`src/rtl/tiny_axi_pkg.sv`:
```
// Shared types for the three-master command/response mux:
// FSM encoding, beat-length width and watchdog counter width.
package tiny_axi_pkg;

    typedef enum logic [1:0] {
        IDLE = 2'd0,
        ADDR = 2'd1,
        RESP = 2'd2,
        FIN  = 2'd3
    } state_e;

    localparam int BLW = 4;
    localparam int TCW = 8;

    function automatic logic onehot3(input logic [2:0] s);
        return (s == 3'b001) || (s == 3'b010) || (s == 3'b100);
    endfunction

    function automatic logic [1:0] sel_idx(input logic [2:0] s);
        if (s[2])
            return 2'd2;
        else if (s[1])
            return 2'd1;
        else
            return 2'd0;
    endfunction

endpackage

```
`src/rtl/bus_watchdog.sv`:
```
// Counts idle response cycles; expired_o fires in the cycle
// that would bring the count up to TMO.
module bus_watchdog
    import tiny_axi_pkg::*;
#(
    parameter int TMO = 255
) (
    input  logic clk,
    input  logic rst,
    input  logic clr_i,
    input  logic en_i,
    output logic expired_o
);

    logic [TCW-1:0] cnt_q, cnt_d;

    always_comb begin
        cnt_d = cnt_q;
        if (clr_i)
            cnt_d = '0;
        else if (en_i)
            cnt_d = cnt_q + 1'b1;
    end

    assign expired_o = en_i && (cnt_q == TCW'(TMO - 1));

    always_ff @(posedge clk) begin
        if (rst)
            cnt_q <= '0;
        else
            cnt_q <= cnt_d;
    end

endmodule

```
`src/rtl/tiny_axi_mux3.sv`:
```
// Three-master to one-slave command mux with per-transaction
// ownership, multi-beat reads and a response timeout.
module tiny_axi_mux3
    import tiny_axi_pkg::*;
#(
    parameter int AW  = 32,
    parameter int DW  = 32,
    parameter int TMO = 255
) (
    input  logic              clk,
    input  logic              rst,
    input  logic [2:0]        sel,
    output logic [2:0]        finish,
    input  logic [2:0]        m_avalid,
    input  logic [2:0]        m_awe,
    input  logic [3*AW-1:0]   m_aaddr,
    input  logic [3*DW-1:0]   m_wdata,
    input  logic [3*BLW-1:0]  m_alen,
    output logic [2:0]        m_aready,
    output logic [2:0]        m_rvalid,
    output logic [DW-1:0]     m_rdata,
    output logic              m_rerr,
    output logic              s_avalid,
    input  logic              s_aready,
    output logic              s_awe,
    output logic [AW-1:0]     s_aaddr,
    output logic [DW-1:0]     s_wdata,
    output logic [BLW-1:0]    s_alen,
    input  logic              s_rvalid,
    input  logic [DW-1:0]     s_rdata
);

    state_e         state_q, state_d;
    logic [1:0]     own_q, own_d;
    logic [BLW-1:0] beat_q, beat_d;

    logic           ow_avalid, ow_we;
    logic [AW-1:0]  ow_addr;
    logic [DW-1:0]  ow_wdata;
    logic [BLW-1:0] ow_alen;
    logic [2:0]     own_bit;
    logic           wd_clr, wd_en, tmo_exp;

    assign ow_avalid = m_avalid[own_q];
    assign ow_we     = m_awe[own_q];
    assign ow_addr   = m_aaddr[int'(own_q)*AW +: AW];
    assign ow_wdata  = m_wdata[int'(own_q)*DW +: DW];
    assign ow_alen   = m_alen[int'(own_q)*BLW +: BLW];
    assign own_bit   = 3'b001 << own_q;

    // Any beat restarts the idle count; outside RESP it is held at zero.
    assign wd_en  = (state_q == RESP) && !s_rvalid;
    assign wd_clr = (state_q != RESP) || s_rvalid;

    bus_watchdog #(
        .TMO(TMO)
    ) u_wd (
        .clk      (clk),
        .rst      (rst),
        .clr_i    (wd_clr),
        .en_i     (wd_en),
        .expired_o(tmo_exp)
    );

    always_comb begin
        state_d  = state_q;
        own_d    = own_q;
        beat_d   = beat_q;
        finish   = '0;
        m_aready = '0;
        m_rvalid = '0;
        m_rdata  = '0;
        m_rerr   = 1'b0;
        s_avalid = 1'b0;
        s_awe    = 1'b0;
        s_aaddr  = '0;
        s_wdata  = '0;
        s_alen   = '0;
        unique case (state_q)
            IDLE: begin
                if (onehot3(sel)) begin
                    state_d = ADDR;
                    own_d   = sel_idx(sel);
                end
            end
            ADDR: begin
                s_avalid = ow_avalid;
                s_awe    = ow_we;
                s_aaddr  = ow_addr;
                s_wdata  = ow_wdata;
                s_alen   = ow_alen;
                m_aready = s_aready ? own_bit : 3'b000;
                if (ow_avalid && s_aready) begin
                    beat_d  = ow_we ? '0 : ow_alen;
                    state_d = RESP;
                end
            end
            RESP: begin
                if (s_rvalid) begin
                    m_rvalid = own_bit;
                    m_rdata  = s_rdata;
                    if (beat_q == '0)
                        state_d = FIN;
                    else
                        beat_d = beat_q - 1'b1;
                end else if (tmo_exp) begin
                    m_rvalid = own_bit;
                    m_rerr   = 1'b1;
                    state_d  = FIN;
                end
            end
            FIN: begin
                finish  = own_bit;
                state_d = IDLE;
            end
            default: state_d = IDLE;
        endcase
        // Outputs are quiet for the whole reset cycle, whatever the state.
        if (rst) begin
            finish   = '0;
            m_aready = '0;
            m_rvalid = '0;
            m_rdata  = '0;
            m_rerr   = 1'b0;
            s_avalid = 1'b0;
            s_awe    = 1'b0;
            s_aaddr  = '0;
            s_wdata  = '0;
            s_alen   = '0;
        end
    end

    always_ff @(posedge clk) begin
        if (rst) begin
            state_q <= IDLE;
            own_q   <= 2'd0;
            beat_q  <= '0;
        end else begin
            state_q <= state_d;
            own_q   <= own_d;
            beat_q  <= beat_d;
        end
    end

endmodule
```
`config.mk`:
```
export PLATFORM = sky130hd
export DESIGN_NAME = tiny_axi_mux3
export DESIGN_NICKNAME = d
export VERILOG_FILES = /design/src/rtl/tiny_axi_pkg.sv /design/src/rtl/bus_watchdog.sv /design/src/rtl/tiny_axi_mux3.sv
export SDC_FILE = /design/constraint.sdc
export NUM_CORES = 1
export LEC_CHECK = 0
export CAP_MARGIN = 20
export CORE_AREA = 2 2 141 143
export DETAILED_ROUTE_END_ITERATION = 7
export DIE_AREA = 0 0 143 145
export PLACE_DENSITY = 0.59
export SETUP_SLACK_MARGIN = 0.3
export SLEW_MARGIN = 20
export SYNTH_ARGS = -nofsm -noshare
export SYNTH_HDL_FRONTEND = slang
export SYNTH_HIERARCHICAL = 1
export SYNTH_SLANG_ARGS = --single-unit
```
`constraint.sdc`:
```
create_clock -name clk -period 2.51 [get_ports clk]
set_clock_uncertainty 0.2 [all_clocks]
set_input_delay 0.6275 -clock clk [delete_from_list [all_inputs] [get_ports clk]]
set_output_delay 0.6275 -clock clk [all_outputs]
set_load 0.05 [all_outputs]
```
* Word-level counts from Yosys, hierarchy flattened
Cells that the tools add are included.
** Word-level totals
- Bits in registers :: 16
- Input port bits :: 249
- Output and inout port bits :: 112
- Word-level logic and storage cells :: 82
** Cells by class
- $add $sub $neg :: 2
- $lt $le $gt $ge :: 1
- Eq/ne operators :: 14
- Shift operators :: 4
- Multiplexer cells :: 43
- Reduce and logical (&&, ||, !) cells :: 14
** Operators with widths (count)
- 32-bit 2-to-1 mux :: 7
- 96-bit by 8-bit variable part select with 32-bit output :: 2
- 3-bit 2-to-1 mux :: 9
- 4-bit 2-to-1 mux :: 6
- 2-bit 2-to-1 mux :: 6
- 12-bit by 5-bit variable part select with 4-bit output :: 1
- 1-bit 2-to-1 mux :: 11
- 2-bit != test (second input constant) :: 5
- 8-bit by 1-bit adder with 8-bit output (second input constant) :: 1
- 8-bit equality test (second input constant) :: 1
- 2-bit case mux with 4 select lines :: 1
- 4-bit case mux with 2 select lines :: 1
- 4-bit AND reduction :: 2
- 1-bit binary-select mux with 2-bit select :: 2
- 2-bit equality test (second input constant) :: 2
- 4-bit zero test :: 1
- 4-bit by 1-bit subtractor with 4-bit output (second input constant) :: 1
- 3-bit by 1-bit equality test with 1-bit output (second input constant) :: 1
- 3-bit by 2-bit equality test with 1-bit output (second input constant) :: 1
- 3-bit equality test (second input constant) :: 1
- 1-bit logical AND :: 3
- 1-bit logical OR :: 3
- 2-bit by 3-bit < comparator with 1-bit output (second input constant) :: 1
- 3-bit by 2-bit != test with 1-bit output (second input constant) :: 1
- 8 further kinds :: 8

* Depth between registers and ports, before layout
- Depth after elaboration :: 7
- Depth in mapped cells :: 12
- Gate-level depth less buffers :: 10

* Modules after synthesis
Netlist, hierarchy kept.
** Modules (own cells, without submodules)
- tiny_axi_mux3 :: instances 1, cells an instance 442, area an instance 2743.9 um^2, sequential area each 160.2 um^2
- bus_watchdog :: instances 1, cells an instance 42, area an instance 377.9 um^2, sequential area each 160.2 um^2

* Worst setup path after synthesis
Ideal clock, no wire load.
- Path kind :: register -> output
- Start point :: reg state_q[0]
- End point :: out m_rvalid[0]
- Data arrival time :: 2.478 ns
- Data required time :: 1.683 ns
- Path slack :: -0.795 ns
- Cell stages (with the launch flop) :: 11
- Buffers on the path :: 2
- Path through :: dfxtp_1 inv_1 ha_1 buf_2 nand2_1 inv_1 buf_4 nand4_4 nor2_1 o211ai_1 nor3_1
** Between the ends
- Cells in the longest elaborated chain, start to end :: 7
** RTL lines
- from (decl) :: RTL line tiny_axi_mux3.sv:33 : state_e state_q, state_d;
- from (signal assigned) :: RTL line tiny_axi_mux3.sv:139 : state_q <= state_d;
- 2-bit equality test :: RTL line tiny_axi_mux3.sv:52 : assign wd_en = (state_q == RESP) && !s_rvalid;
- 1-bit logical AND :: RTL line tiny_axi_mux3.sv:52
- net wd_en :: RTL line tiny_axi_mux3.sv:42 : logic wd_clr, wd_en, tmo_exp;
- 1-bit logical AND :: RTL line bus_watchdog.sv:25 : assign expired_o = en_i && (cnt_q == TCW'(TMO - 1));
- net tmo_exp :: RTL line tiny_axi_mux3.sv:42
- 3-bit 2-to-1 mux :: RTL line tiny_axi_mux3.sv:106 : end else if (tmo_exp) begin
- 3-bit 2-to-1 mux :: RTL line tiny_axi_mux3.sv:99 : if (s_rvalid) begin
- 3-bit 2-to-1 mux :: RTL line tiny_axi_mux3.sv:79 : unique case (state_q)
- 3-bit 2-to-1 mux :: RTL line tiny_axi_mux3.sv:119 : if (rst) begin
- to (decl) :: RTL line tiny_axi_mux3.sv:20 : output logic [2:0] m_rvalid,
The timed path passes the listed nets, and every way through them passes these cells.

* Worst setup path after layout
- Start point :: reg own_q[0]
- End point :: out s_aaddr[31]
** Between the ends
- Cells in the longest elaborated chain, start to end :: 3
** RTL lines
- from (decl) :: RTL line tiny_axi_mux3.sv:34 : logic [1:0] own_q, own_d;
- from (signal assigned) :: RTL line tiny_axi_mux3.sv:140 : own_q <= own_d;
- 96-bit by 8-bit variable part select with 32-bit output :: RTL line tiny_axi_mux3.sv:46 : assign ow_addr = m_aaddr[int'(own_q)*AW +: AW];
- 32-bit 2-to-1 mux :: RTL line tiny_axi_mux3.sv:79
- 32-bit 2-to-1 mux :: RTL line tiny_axi_mux3.sv:119
- to (decl) :: RTL line tiny_axi_mux3.sv:26 : output logic [AW-1:0] s_aaddr,
No other way between the ends.

==> results.sh <==
export IMPL_critPathLaunch="own_q[0]$_SDFFE_PP0P_"
export IMPL_nNetsFinal=1195
export IMPL_yosys_area_top_type_share=0.218
export IMPL_seq_power_share=0.058
export IMPL_maxSlewHeadroom=0.658
export IMPL_cts_tree="done"
export IMPL_hp_class="reg2reg"
export IMPL_clk_path_buf_depth=2
export IMPL_antenna_found_initial=3
export IMPL_ys_top_cells_by_area="mux2i_1 22%, nor2_1 18%, a21oi_1 12%, dfxtp_1 10%, and2_1 7.2%"
export IMPL_drv_slew=0
export IMPL_r2r_start="own_q[0]$_SDFFE_PP0P_"
export IMPL_internal_power_uw=3140
export IMPL_p_leak_uw=0.00426
export IMPL_post_drt_wl_per_cell_microns=18.6
export IMPL_post_dp_hpwl_microns=15300
export IMPL_holdPathEnd="u_wd/cnt_q[7]$_SDFFE_PP0P_"
export IMPL_drcViolationCount=0
export IMPL_synth_cells=484
export IMPL_rows=51
export IMPL_postSynth_asyncResetShare=0
export IMPL_failed_checks="setup timing"
export IMPL_ant_nets=0
export IMPL_maxCapViolations=0
export IMPL_cts_buffers=3
export IMPL_p_switching_uw=2700
export IMPL_arrival_ns=1.72
export IMPL_switching_share=0.462
export IMPL_ys_ff_latch=16
export IMPL_whs_path_depth=2
export IMPL_firstDrtPassIters=4
export IMPL_ys_flop_type="dfxtp_1"
export IMPL_required_ns=1.68
export IMPL_wirelength_microns=22400
export IMPL_die_h_microns=145
export IMPL_vias=5368
export IMPL_clockPowerShare=0.059
export IMPL_clock_latency_ns=0.24
export IMPL_ir_drop_uv=382
export IMPL_initial_utilization=0.163
export IMPL_slowest_stage="dfxtp_4"
export IMPL_min_period_ns=2.55
export IMPL_areaGrowthSynthToFinish_pct=261
export IMPL_gp_congestion=0.836
export IMPL_yosysTopAreaCell="mux2i_1"
export IMPL_avgSynthCellArea_sq_um=6.45
export IMPL_combPwrFrac=0.883
export IMPL_max_stage_delay_ns=0.37
export IMPL_num_fill_cells=1613
export IMPL_p_per_area_nw_per_um2=519
export IMPL_netlist_area_sq_um=3120
export IMPL_routed_via_density=4.45
export IMPL_rsz0062_at_grt="true"
export IMPL_num_io_pins=361
export IMPL_synth_edff_count=0
export IMPL_setup_viol=43
export IMPL_grt_pass1_wl_microns=31600
export IMPL_clk_pin_slew_worst_paths_ns=0.05
export IMPL_clk_root_buffer_cell="clkbuf_16"
export IMPL_timing_final_ws_setup_ns=-0.0420
export IMPL_crit_type="reg2out"
export IMPL_start_kind="flop"
export IMPL_numClockSinks=16
export IMPL_io_buffers=360
export IMPL_dieArea_sq_um=20700
export IMPL_grt_max_degree=48
export IMPL_hold_viol_final=0
export IMPL_reg2reg_slack_ns=0.40
export IMPL_core_area_sq_um=19200
export IMPL_grt_pass1_vias=5391
export IMPL_cp_max_fo=6
export IMPL_ctsHoldBuffers=0
export IMPL_fin_crit_sh=1.02
export IMPL_ys_seq_area_frac=0.103
export IMPL_worstRegToRegCells=9
export IMPL_cp_common_cell="buf_12"
export IMPL_crit_chain="and2b_4 > buf_12 > buf_12 > buf_16 > a21oi_4 > nor2_4 > buf_12"
export IMPL_regToRegEndpoint="beat_q[3]$_SDFFE_PP0P_"
export IMPL_yosys_cell_types_count=52
export IMPL_power_uw=5840
export IMPL_synth_nets=741
export IMPL_min_delay_start="u_wd/cnt_q[7]$_SDFFE_PP0P_"
export IMPL_die_w_microns=143
export IMPL_grt_total_usage=0.197
export IMPL_worst_pin_slew_ns=0.506
export IMPL_ys_warnings_count=6
export IMPL_drtIter0Drc=133
export IMPL_drive_above_1_share=0.526
export IMPL_h_tree_depth=1
export IMPL_overflow=0
export IMPL_status="finished with violations"
export IMPL_max_freq_mhz=392
export IMPL_crit_path_end_kind="primary output"
export IMPL_place_ws_ns=-0.535
## power groups by stage
stage	Clock, uW	Sequential, uW	Combinational, uW
finish	344	337	5160
global route	362	341	5390
CTS	352	335	4920
detailed placement	0	351	4040
global placement	0	351	4030
floorplan	0	330	2350
## logic make-up after synthesis
kind of cell | Yosys count | share of synthesized area
simple gates | 223 | 0.331
xor+xnor | 5 | 0.0140
compound gates | 110 | 0.215
fa+ha+maj | 8 | 0.0321
flops | 16 | 0.103
buf+inv | 52 | 0.0794
mux | 70 | 0.226
## per-stage QoR
step	cell area [sq um]	utilization	hold slack (ns)	instances	setup TNS (ns)
finish	11300	0.586	0.292	1205	-0.672
floorplan	4050	-	0.258	484	-0.170
detailed placement	9250	0.481	0.284	1122	-30.10
global route	11300	0.586	0.334	1205	-4.68
CTS	10800	0.560	0.294	1183	-0.328
global placement	9250	0.481	0.274	1122	-29.12
## critical path: cells and delay by family, from the launching register on
| kind | cells | cell delay (ns) |
|---|---|---|
| simple gates | 2 | 0.49 |
| compound gates | 1 | 0.06 |
| flops | 1 | 0.37 |
| buf+inv | 4 | 0.55 |
## Yosys cell counts, types with 3 or more instances
| master | number |
|---|---|
| buf_2 | 15 |
| clkbuf_1 | 14 |
| mux2i_1 | 68 |
| nand4_1 | 4 |
| ha_1 | 8 |
| nor3_1 | 7 |
| nand2_1 | 10 |
| dfxtp_1 | 16 |
| buf_4 | 7 |
| and2_1 | 36 |
| or3_1 | 3 |
| a21oi_1 | 76 |
| o211ai_1 | 4 |
| a31oi_1 | 3 |
| inv_1 | 13 |
| xor2_1 | 3 |
| o2bb2ai_1 | 3 |
| o21ai_0 | 5 |
| nor2_1 | 146 |
## cells in the final DEF (no fill, tap or decap), drive strengths merged, types with 3 or more instances in the layout
master and count:
ha 8, clkbuf 6, diode 3, inv 13, mux2i 69, nand2b 3, nand2 11, dfxtp 16
o2bb2ai 3, or3b 3, a31oi 3, a21oi 76, a211oi 3, nor3 7, dlygate4sd2 89, or3 3
nor2 146, o211ai 4, clkdlybuf4s50 150, buf 239, o21ai 7, dlymetal6s2s 7, xor2 3, nand4 5
and2 36
## cell type report
class / count / area (sq um) / area share
diodes: 3 / 7.51 / 0.000667
clock buffers: 4 / 88.8 / 0.00789
inverters: 13 / 66.3 / 0.00589
multi-input cells: 417 / 4010 / 0.356
flip-flops and latches: 16 / 330 / 0.0293
well taps: 265 / 332 / 0.0295
repair buffers: 487 / 6430 / 0.571
## layer usage
layer / wire length, microns / track usage
met2: 12000 / 0.377
met1: 8400 / 0.222
met5: 0 / 0
met4: 421 / 0.0391
met3: 1580 / 0.0370
## worst max path at each step
stage / endpoint / slack [ns] / depth (start not counted)
after detailed placement: m_rvalid[0] / -0.54 / 10
after floorplan: m_rvalid[0] / -0.17 / 10
after global placement: m_rvalid[0] / -0.50 / 10
final: s_aaddr[31] / -0.04 / 7
after global routing: m_rvalid[0] / -0.10 / 10
after CTS: s_avalid / -0.03 / 8
## state kept, by name, indices dropped and copies added (netlist names)
name	count
u_wd/cnt_q	8
beat_q	4
own_q	2
state_q	2
## timing repair
action | CTS | global route
pin swaps | 120 | 78
buffers inserted | 37 | 16
resized for setup | 245 | 68
cloned | 20 | 3
setup endpoints to repair | 114 | 112
Note: power is estimated with default switching activity, not from simulation.
